File: config.mk
export PLATFORM = sky130hd
export DESIGN_NAME = irq_encoder_8to3
export DESIGN_NICKNAME = d
export VERILOG_FILES = /design/src/rtl/irq_encoder_8to3_pkg.sv /design/src/rtl/irq_encoder_8to3_sync.sv /design/src/rtl/irq_encoder_8to3.sv
export SDC_FILE = /design/constraint.sdc
export NUM_CORES = 1
export LEC_CHECK = 0
export CAP_MARGIN = 30
export CORE_MARGIN = 2
export CORE_UTILIZATION = 35
export CTS_BUF_LIST = sky130_fd_sc_hd__clkbuf_4 sky130_fd_sc_hd__clkbuf_8
export DETAILED_ROUTE_END_ITERATION = 6
export DONT_BUFFER_PORTS = 1
export PLACE_DENSITY_LB_ADDON = 0.08
export RECOVER_POWER = 25
export SLEW_MARGIN = 20
export SYNTH_ARGS = -nofsm -noshare
export SYNTH_HDL_FRONTEND = slang
export SYNTH_HIERARCHICAL = 1
export SYNTH_SLANG_ARGS = --single-unit
File: constraint.sdc
create_clock -name clk -period 2.15 [get_ports clk]
set_input_delay 0.5375 -clock clk [delete_from_list [all_inputs] [get_ports clk]]
set_output_delay 0.5375 -clock clk [all_outputs]
set_load 0.02 [all_outputs]
File: src/rtl/irq_encoder_8to3_pkg.sv
// ---------------------------------------------------------------------------
// irq_encoder_8to3_pkg
// Shared constants for the registered 8-to-3 interrupt priority encoder:
// bus widths, FSM state encoding and the synchronizer reset value.
// ---------------------------------------------------------------------------
package irq_encoder_8to3_pkg;

    localparam int CODE_W = 3;
    localparam int REQ_W  = 8;

    // Offer FSM state encoding
    localparam logic [0:0] ST_IDLE  = 1'b0;
    localparam logic [0:0] ST_OFFER = 1'b1;

    // Active-low requests: synchronizer resets to "nothing requested"
    localparam logic [REQ_W-1:0] SYNC_RST_VAL = 8'hFF;

endpackage

File: src/rtl/irq_encoder_8to3_sync.sv
// ---------------------------------------------------------------------------
// sync_bus
// Multi-flop synchronizer for a bus of independent asynchronous bits.
// Ports:
//   clk    in   sampling clock
//   rst_n  in   asynchronous active-low reset, loads RST_VAL into every stage
//   d      in   WIDTH-bit asynchronous input
//   q      out  WIDTH-bit synchronized output (DEPTH clocks behind d)
// ---------------------------------------------------------------------------
module sync_bus #(
    parameter int               WIDTH   = 8,
    parameter int               DEPTH   = 2,
    parameter logic [WIDTH-1:0] RST_VAL = {WIDTH{1'b1}}
) (
    input  logic             clk,
    input  logic             rst_n,
    input  logic [WIDTH-1:0] d,
    output logic [WIDTH-1:0] q
);

    logic [WIDTH-1:0] stage_r [DEPTH];

    // Shift chain: stage 0 samples the asynchronous input
    always_ff @(posedge clk or negedge rst_n) begin
        if (!rst_n) begin
            for (int i = 0; i < DEPTH; i++) begin
                stage_r[i] <= RST_VAL;
            end
        end else begin
            stage_r[0] <= d;
            for (int i = 1; i < DEPTH; i++) begin
                stage_r[i] <= stage_r[i-1];
            end
        end
    end

    assign q = stage_r[DEPTH-1];

endmodule

File: src/rtl/irq_encoder_8to3.sv
// ---------------------------------------------------------------------------
// irq_encoder_8to3
// Registered 8-to-3 priority encoder with valid/ready handshake. Eight
// active-low asynchronous request lines are synchronized, held as pending
// bits (edge mode) or followed directly (level mode), and the highest
// unmasked pending index is offered as a 3-bit code.
// Ports:
//   clk          in   system clock, rising edge
//   rst_n        in   asynchronous active-low reset
//   req_n[7:0]   in   active-low requests, bit 7 highest priority
//   mask[7:0]    in   1 = bit excluded from selection (still latched)
//   en           in   1 = a new offer may start
//   code[2:0]    out  offered request index
//   valid        out  code is valid
//   ready        in   consumer takes code when valid && ready
//   any_pending  out  registered OR of unmasked pending bits
//   overrun      out  one-cycle pulse: edge on an already-pending bit
// ---------------------------------------------------------------------------
module irq_encoder_8to3
    import irq_encoder_8to3_pkg::*;
#(
    parameter int SYNC_STAGES = 2,
    parameter int LEVEL_MODE  = 0
) (
    input  logic              clk,
    input  logic              rst_n,
    input  logic [REQ_W-1:0]  req_n,
    input  logic [REQ_W-1:0]  mask,
    input  logic              en,
    output logic [CODE_W-1:0] code,
    output logic              valid,
    input  logic              ready,
    output logic              any_pending,
    output logic              overrun
);

    // Fewer than two stages is not a safe synchronizer; clamp silently.
    localparam int SYNC_DEPTH = (SYNC_STAGES < 2) ? 2 : SYNC_STAGES;

    logic [REQ_W-1:0]  s_n_s;
    logic [REQ_W-1:0]  prev_n_r;
    logic [REQ_W-1:0]  pending_r;
    logic [REQ_W-1:0]  pending_s;
    logic [REQ_W-1:0]  fall_s;
    logic [REQ_W-1:0]  clr_s;
    logic [REQ_W-1:0]  eligible_s;
    logic              accept_s;
    logic [0:0]        state_r;
    logic [CODE_W-1:0] code_r;
    logic              valid_r;
    logic              any_pending_r;
    logic              overrun_r;

    // Highest set bit wins; later loop iterations overwrite earlier ones.
    function automatic logic [CODE_W-1:0] prio_index(input logic [REQ_W-1:0] v);
        logic [CODE_W-1:0] idx;
        idx = {CODE_W{1'b0}};
        for (int i = 0; i < REQ_W; i++) begin
            if (v[i]) begin
                idx = CODE_W'(i);
            end
        end
        return idx;
    endfunction

    sync_bus #(
        .WIDTH   (REQ_W),
        .DEPTH   (SYNC_DEPTH),
        .RST_VAL (SYNC_RST_VAL)
    ) u_sync (
        .clk   (clk),
        .rst_n (rst_n),
        .d     (req_n),
        .q     (s_n_s)
    );

    // Edge detect, accept decode and selection of eligible requests
    always_comb begin
        fall_s   = prev_n_r & ~s_n_s;
        accept_s = valid_r & ready;
        clr_s    = {REQ_W{1'b0}};
        if (accept_s) begin
            clr_s[code_r] = 1'b1;
        end else begin
            clr_s = {REQ_W{1'b0}};
        end
        if (LEVEL_MODE != 0) begin
            pending_s = ~s_n_s;
        end else begin
            pending_s = pending_r;
        end
        eligible_s = pending_s & ~mask;
    end

    // Pending storage: a new falling edge beats a same-cycle accept clear
    always_ff @(posedge clk or negedge rst_n) begin
        if (!rst_n) begin
            prev_n_r  <= SYNC_RST_VAL;
            pending_r <= {REQ_W{1'b0}};
            overrun_r <= 1'b0;
        end else begin
            prev_n_r <= s_n_s;
            if (LEVEL_MODE != 0) begin
                pending_r <= {REQ_W{1'b0}};
                overrun_r <= 1'b0;
            end else begin
                pending_r <= (pending_r & ~clr_s) | fall_s;
                overrun_r <= |(fall_s & pending_r);
            end
        end
    end

    // Summary flag, one clock behind pending/mask
    always_ff @(posedge clk or negedge rst_n) begin
        if (!rst_n) begin
            any_pending_r <= 1'b0;
        end else begin
            any_pending_r <= |eligible_s;
        end
    end

    // Offer FSM: code is frozen for the whole OFFER state
    always_ff @(posedge clk or negedge rst_n) begin
        if (!rst_n) begin
            state_r <= ST_IDLE;
            code_r  <= {CODE_W{1'b0}};
            valid_r <= 1'b0;
        end else begin
            case (state_r)
                ST_IDLE: begin
                    if (en && (|eligible_s)) begin
                        code_r  <= prio_index(eligible_s);
                        valid_r <= 1'b1;
                        state_r <= ST_OFFER;
                    end else begin
                        valid_r <= 1'b0;
                    end
                end
                ST_OFFER: begin
                    if (accept_s) begin
                        valid_r <= 1'b0;
                        state_r <= ST_IDLE;
                    end else begin
                        valid_r <= 1'b1;
                    end
                end
                default: begin
                    valid_r <= 1'b0;
                    state_r <= ST_IDLE;
                end
            endcase
        end
    end

    assign code        = code_r;
    assign valid       = valid_r;
    assign any_pending = any_pending_r;
    assign overrun     = overrun_r;

endmodule

After elaboration in Yosys (flattened, before gate mapping) --
Cells that the tools add are included.
Storage, ports and cells: word-level logic and storage cells 38, latch bits 0, ROM bits 0, bits in registers 38, memories 0, RAM bits 0, input bits 20, output and inout port bits 6
Operators by class: shifts and indexed selects 0, multiply operators 0, divide/modulo/power cells 0, equality and inequality tests 0, add/subtract/negate cells 0, bitwise gates (word level) 10, multiplexer cells 13, $lt $le $gt $ge 2, reduce and logical (&&, ||, !) cells 5
Operator list (number):
- $and 8x8->8 | 4
- $not 8->8 | 3
- $mux 3 | 6
- $reduce_or 8->1 | 2
- $mux 8 | 1
- $or 8x8->8 | 1
- $lt 3x4->1 const B | 1
- $mux 1 | 4
- $demux 1 s3 | 1
- $ge 3x1->1 const B | 1
- $logic_and 1x1->1 | 2
- $pmux 1 s2 | 1
- $reduce_and 2->1 | 1
- $and 1x1->1 | 1
- $not 1->1 | 1

Longest topological paths before layout --
Gate-level depths: netlist of run 1.
word-level depth 9, depth in mapped cells 4, depth with buffers taken out 4

Cells and area by module --
Netlist of run 1, hierarchy kept.
Modules (own cells, without submodules):
- irq_encoder_8to3 | cells each 89, times used 1, area each 991.0 um^2
- sync_bus | cells each 24, times used 1, area each 480.5 um^2

Worst setup path after synthesis of run 1 --
No wires, ideal clock.
path type input port to flip-flop, start input port mask[1], end register code_r[0] (netlist: code[0]), arrival time 1.519 ns, setup time 0.127 ns, cell stages on the path 4, slack 0.503 ns, cell sequence and2b_1 a21oi_1 a311oi_2 mux2_1
Between the ends: word-level cells in the longest chain between the ends 9, elaborated cells on any way between the ends 12, those cells by class mux: 7; bitwise: 2; reduce/logical: 3
Ends and longest elaborated chain:
- from (decl) | RTL line irq_encoder_8to3.sv:28 | input logic [REQ_W-1:0] mask,
- $not 8->8 (*) | RTL line irq_encoder_8to3.sv:92 | eligible_s = pending_s & ~mask;
- $and 8x8->8 (*) | RTL line irq_encoder_8to3.sv:92
- $mux 1 | RTL line irq_encoder_8to3.sv:59 | if (v[i]) begin
- $mux 3 (6 in series) | RTL line irq_encoder_8to3.sv:59
- to (signal assigned) | RTL line irq_encoder_8to3.sv:126 | code_r <= {CODE_W{1'b0}};
- to (signal assigned) | RTL line irq_encoder_8to3.sv:132 | code_r <= prio_index(eligible_s);
- to (decl) | RTL line irq_encoder_8to3.sv:49 | logic [CODE_W-1:0] code_r;
Every way passes the cells marked *; elsewhere a longest branch is shown, timed or not. A chain may end at the register's enable or synchronous reset.

Worst setup path after layout of run 1 --
start register pending_r[6], end register code_r[1] (netlist: code[1])
Between the ends: word-level cells in the longest chain between the ends 4, elaborated cells on any way between the ends 6, those cells by class mux: 2; bitwise: 1; reduce/logical: 3
Ends and longest elaborated chain:
- from (decl) | RTL line irq_encoder_8to3.sv:42 | logic [REQ_W-1:0] pending_r;
- from (signal assigned) | RTL line irq_encoder_8to3.sv:99 | pending_r <= {REQ_W{1'b0}};
- from (signal assigned) | RTL line irq_encoder_8to3.sv:104 | pending_r <= {REQ_W{1'b0}};
- from (signal assigned) | RTL line irq_encoder_8to3.sv:107 | pending_r <= (pending_r & ~clr_s) | fall_s;
- $and 8x8->8 (*) | RTL line irq_encoder_8to3.sv:92
- $reduce_or 8->1 | RTL line irq_encoder_8to3.sv:131 | if (en && (|eligible_s)) begin
- $logic_and 1x1->1 | RTL line irq_encoder_8to3.sv:131
- $reduce_and 2->1 (no source line)
Marks and branches as above.

==> results of run 1 <==
-- worst paths after layout --
kind                                     endpoint               start  slack (ps)
worst max register to register            code[1]        pending_r[6]         600
worst min-delay path                  prev_n_r[1]               rst_n          90
worst max-delay path                      code[1]        pending_r[6]         600
max in group asynchronous            pending_r[2]               rst_n         970
worst min register to register        u_sync/q[7]  u_sync/stage_r[15]         360
min in group clk                u_sync/stage_r[9]            req_n[1]         250
-- per-stage QoR --
stage / cells / worst slack (ps) / hold slack [ps]
after floorplan: 113 / 503 / 242
after global placement: 155 / 424 / 243
after detailed placement: 155 / 374 / 243
after CTS: 164 / 584 / 86.6
after global routing: 164 / 527 / 74.9
final: 164 / 597 / 94.2
-- layout by cell type (no fill, tap or decap) --
cell,synthesis,final
dfstp_2,24,24
inv_1,14,14
o21ai_0,14,14
dfrtp_1,14,14
nand3b_1,7,7
clkbuf_8,0,6
o31ai_1,4,4
a21oi_1,4,4
nand2b_1,3,3
and2b_1,3,3
nand2_1,2,2
nand3_1,2,2
nor2b_4,2,2
mux2_1,2,2
and4_1,1,1
nor3b_1,1,1
a31oi_1,1,1
nand4_1,1,1
and2b_4,1,1
nor4_4,1,1
a311oi_2,1,1
a21o_1,1,1
mux2i_1,1,1
nor2_1,1,1
clkbuf_4,0,1
clkinv_2,0,1
dlygate4sd3_1,0,1
-- where the power goes --
group	total [mW]	leakage [nW]	internal [mW]	switching, mW
clock	0.507	0.0517	0.271	0.235
sequential	0.905	0.387	0.805	0.100
combinational	0.170	0.212	0.0805	0.0898
-- sequential cells by signal, indices dropped and copies added, names as in the netlist --
name	cells
pending_r	8
prev_n_r	8
u_sync/q	8
overrun	1
code	3
u_sync/stage_r	8
valid	1
any_pending	1
-- metal layers --
metal	GRT usage	part of all wire	vias to the layer above
li1	-	-	370
met1	0.155	0.44	386
met2	0.191	0.48	23
met3	0.0487	0.070	2
met4	0.0515	0.0097	0
met5	0	0	-
-- area by class of cell --
| cell class | count | area, um^2 | share of cell area |
|---|---|---|---|
| Clock inverter | 1 | 5.00 | 0.00317 |
| Tap cell | 50 | 62.6 | 0.0396 |
| Sequential cell | 38 | 981 | 0.621 |
| Multi-Input combinational cell | 53 | 378 | 0.239 |
| Inverter | 14 | 52.6 | 0.0333 |
| Timing Repair Buffer | 1 | 10.0 | 0.00634 |
| Clock buffer | 7 | 90.1 | 0.0571 |
-- cell families after synthesis --
family                 Yosys count
buffers and inverters           22
and+or+nand+nor                 25
muxes                            3
DFF                             38
AOI/OAI and AO/OA               25
-- timing repair --
item / in CTS / in global routing
gates resized for setup: 0 / 0
setup endpoints to repair: 0 / 0
hold buffers: 1 / 0
endpoints found under the hold margin: 14 / 0
==> qor.yml, run 1 <==
status: "complete, no violations"
synth_edf_count: 0
crit_family: "simple AND/OR/NAND/NOR gates"
num_vias: 781
drtPass1Iterations: 4
path_buf_inv: 0
synthMuxAreaShare: 0.0221
cts_sinks: 38
post_dp_cell_area_mm2: 0.00147
h-tree-depth: 2
r2r_cells: 4
synthTopCellsByCount: "dfstp_2, dfrtp_1, inv_1, o21ai_0, buf_4"
p_leak_nw: 0.650
drtIter0Drc: 29
yosysTopAreaCellShare: 0.429
hold_viol: 0
finalPower_mw: 1.58
required_ps: 2320
syn_inst: 113
synth_xor_area_frac: 0
path_depth: 4
synth_compound_area_frac: 0.101
power_density_mw_per_mm2: 1000
avgRoutedWirePerCell_um: 15.6
period_needed_ps: 1550
post_cts_buffers: 0
endpoint_kind: "register"
cts.path.max_buffers: 2
cts-root-buf: "clkbuf_8"
worstPathMaxFanout: 4
die_y_um: 68.8
routabilityCongestion: 0.807
clk_pin_slew_ps: 80
slew_viol_final: 0
utilization: 0.392
setup_violations: 0
max_stage_delay_ps: 420
critical_path_class: "register to register"
cts_tree: "yes"
synth.net_count: 133
antenna_found_initial: 0
grt_usage: 0.124
fin_crit_sh: 0.722
worst_ir_drop_vdd_mv: 0.309
cp-start-kind: "register"
cts_buffers: 5
synthFlopType: "dfstp_2"
drive_gt1_frac: 0.325
fillers: 395
async_flop_share: 1.00
io_pins: 26
drc: 0
grt_pass1_vias: 833
yosysMostFrequentCell: "dfstp_2"
start_util: 0.365
clock_skew_ps: 7.91
worst_slew_pin_slew_ps: 693
rsz0062_at_grt: "no"
io_buffers: 0
final_antenna_net_count: 0
synthesis.area_mm2: 0.00147
grt_max_degree: 26
postSynthAreaPerCell_um2: 13.0
synthDistinctLibCells: 24
fmax_ghz: 0.644
yosys_warnings: 6
cp.arrival_ps: 1720
syn_to_final_growth_pct: 7.31
synth_top_family_by_area: "simple AND/OR/NAND/NOR gates"
cap_violations: 0
synth_fa_ha_area_frac: 0
synth_top_area_cell: "dfstp_2"
ys_seq_area_frac: 0.667
hpwl_mm: 1.79
core-area_mm2: 0.00403
grt_pass1_wl_mm: 4.14
die_w_um: 68.8
layout.nets: 133
fin_area_mm2: 0.00158
setup-tns-final_ps: 0
synth_area_leaders: "dfstp_2, dfrtp_1, o21ai_0"
worstPathCellList: "and2b_4 -> nor4_4 -> a311oi_2 -> mux2_1"
die_area_mm2: 0.00474
clk_latency_ps: 280
maxSlewHeadroom: 0.537
drt-total-wl_mm: 2.57
viasPerCell: 4.76
n_antenna_cell: 0
row_count: 23
hp-class: "input pin to async pin"
synth-seq-cells: 38
slowest_stage: "dfrtp_1"
grt.overflow.total: 0
synthSimpleGateAreaFrac: 0.134
Power figures use the tool's default switching activity.
==> inputs of run 2 (changes only) <==
==> constraint.sdc (replaced) <==
create_clock -name clk -period 1.5 [get_ports clk]
set_input_delay 0.375 -clock clk [delete_from_list [all_inputs] [get_ports clk]]
set_output_delay 0.375 -clock clk [all_outputs]
set_load 0.02 [all_outputs]
==> run 2 against run 1 <==
Net effect: critical endpoint unchanged; the run now ends with negative setup slack left; global-route usage fell by 0.46 points; highest routed layer unchanged; first-iteration DRC count fell by 24%; setup slack got worse by 600 ps.
==> qor.yml, run 2 (synthesis results as in run 1) <==
hpwl_mm: 1.75  # -2.4%
cp-start-kind: "register"
clk_pin_slew_ps: 70  # about the same
hp-class: "input pin to register"
holdPathEnd: "u_sync/stage_r[9]"
drtPass1Iterations: 4  # unchanged
dp_cells: 162  # +4.5%
row_count: 23  # unchanged
slowest_stage: "dfrtp_1"
r2r_setup_slack_ps: -8  # -600 ps
syn_to_final_growth_pct: 15.3
n_antenna_cell: 0  # unchanged
final_antenna_net_count: 0  # unchanged
die_w_um: 68.8  # unchanged
cts_tree: "yes"
worstHoldStart: "req_n[1]"
cts_buffers: 5  # unchanged
layout_common_cells: "dfstp_2, inv_1, o21ai_0, dfrtp_1, buf_4"
antenna_found_initial: 0  # unchanged
worst_slew_pin_slew_ps: 385  # -308 ps
avgRoutedWirePerCell_um: 14.4  # -8.1%
die_area_mm2: 0.00474  # unchanged
final_cells: 178  # +8.5%
r2r_cells: 4  # unchanged
worstPathMaxFanout: 4  # unchanged
post_cts_resized: 0  # unchanged
layout_commonest_cell: "dfstp_2"
grt.overflow.total: 0  # unchanged
clk_latency_ps: 290  # about the same
worstPathCellList: "nor2b_4 -> nor4_4 -> a311oi_2 -> mux2_1"
dp_slack_ps: -61.0  # -435 ps
cts-root-buf: "clkbuf_8"
fin_area_mm2: 0.00170  # +7.4%
slew_viol_final: 0  # unchanged
r2r-end: "code[1]"
status: "finished, violations left"
required_ps: 1670  # -650 ps
pwr-share-comb: 0.149  # +0.041
worst_ir_drop_vdd_mv: 0.664  # +110%
layout_setup_ws_ps: -7.81  # -605 ps
setup-tns-final_ps: -13.0  # -13.0 ps
p_leak_nw: 0.720  # +11%
finalPower_mw: 2.36  # +49%
fin_crit_sh: 1.01  # +0.283
viasPerCell: 4.64  # -2.6%
hold_viol: 0  # unchanged
cap_violations: 0  # unchanged
clock_skew_ps: 5.44  # -2.46 ps
grt_pass1_wl_mm: 3.87  # -6.5%
rr_startpoint: "pending_r[4]"
num_vias: 826  # +5.8%
h-tree-depth: 2  # unchanged
swShare: 0.269  # about the same
start_util: 0.365  # unchanged
utilization: 0.421  # +0.0292
grt_usage: 0.119  # -0.00463
power_density_mw_per_mm2: 1390  # +39%
endpoint_kind: "register"
period_needed_ps: 1510  # -45.5 ps
core-area_mm2: 0.00403  # unchanged
routabilityCongestion: 0.770  # -4.6%
cp.arrival_ps: 1680  # -40 ps
die_y_um: 68.8  # unchanged
max_stage_delay_ps: 390  # -30 ps
io_buffers: 0  # unchanged
grt_max_degree: 39  # +50%
layout.nets: 147  # +11%
grt_pass1_vias: 858  # +3.0%
maxSlewHeadroom: 0.744  # +0.207
hold-worst-slack_ps: 78.2  # -15.9 ps
drtIter0Drc: 22  # -24%
drc: 0  # unchanged
hold_depth: 0
drt-total-wl_mm: 2.56  # -0.27%
rsz0062_at_grt: "yes"
io_pins: 26  # unchanged
p_clk_frac: 0.309  # -0.011
violations: "negative setup slack"
critical_path_class: "register to register"
cts.path.max_buffers: 2  # unchanged
intPower_mw: 1.73  # +49%
cts_sinks: 38  # unchanged
setup_violations: 2  # +2
fmax_ghz: 0.663  # +3.0%
post_dp_cell_area_mm2: 0.00153  # +3.6%
power_switching_uw: 635  # +49%
drive_gt1_frac: 0.383  # +0.0583
seqPwrFrac: 0.543  # -0.029
-- run 2: changes by cell type in the layout (fill, tap and decap cells not counted), sizes merged --
cell  delta
buf     +14
-- run 2: critical path, delay by kind of cell, from the launching register on --
family	cells	cell delay (ps)
AO/OA/AOI/OAI	1	200
AND/OR/NAND/NOR	2	470
flip-flops	1	390
multiplexers	1	340
-- run 2: repair_timing --
action,4_1_cts,5_1_grt
endpoints found under the hold margin,38,0
setup buffers,3,3
hold buffers,2,0
endpoints found under the setup margin,2,4
pin swaps,1,1
-- run 2: routing by layer --
layer | up-vias | track usage | wire length (um) | share of wire
met5 | - | 0 | 0 | 0
met1 | 396 | 0.137 | 1120 | 0.44
met4 | 0 | 0.0809 | 70 | 0.027
li1 | 401 | - | - | -
met3 | 8 | 0.0422 | 169 | 0.066
met2 | 21 | 0.186 | 1190 | 0.47
-- run 2: final cells by class --
class                   instances  area, um^2
fillers                       399        2330
flip-flops and latches         38         981
multi-input cells              53         378
repair buffers                 15         128
clock buffers                   7        90.1
well taps                      50        62.6
inverters                      14        52.6
clock inverters                 1        5.00
-- run 2: worst max-delay path by stage --
stage               slack (ps)          from  cells after the start      end
floorplan                   20       mask[1]                      4  code[0]
global placement           -10       mask[1]                      4  code[0]
detailed placement         -60       mask[1]                      4  code[0]
CTS                          4  pending_r[4]                      4  code[1]
global route               -80  pending_r[4]                      4  code[1]
finish                      -8  pending_r[4]                      4  code[1]
-- run 2: power by group through the flow --
stage          clock [mW]  sequential [mW]  combinational [mW]
2_1_floorplan           0             1.28               0.210
3_3_place_gp            0             1.30               0.290
3_5_place_dp            0             1.30               0.292
4_1_cts             0.761             1.28               0.343
5_1_grt             0.795             1.30               0.396
6_report            0.728             1.28               0.351
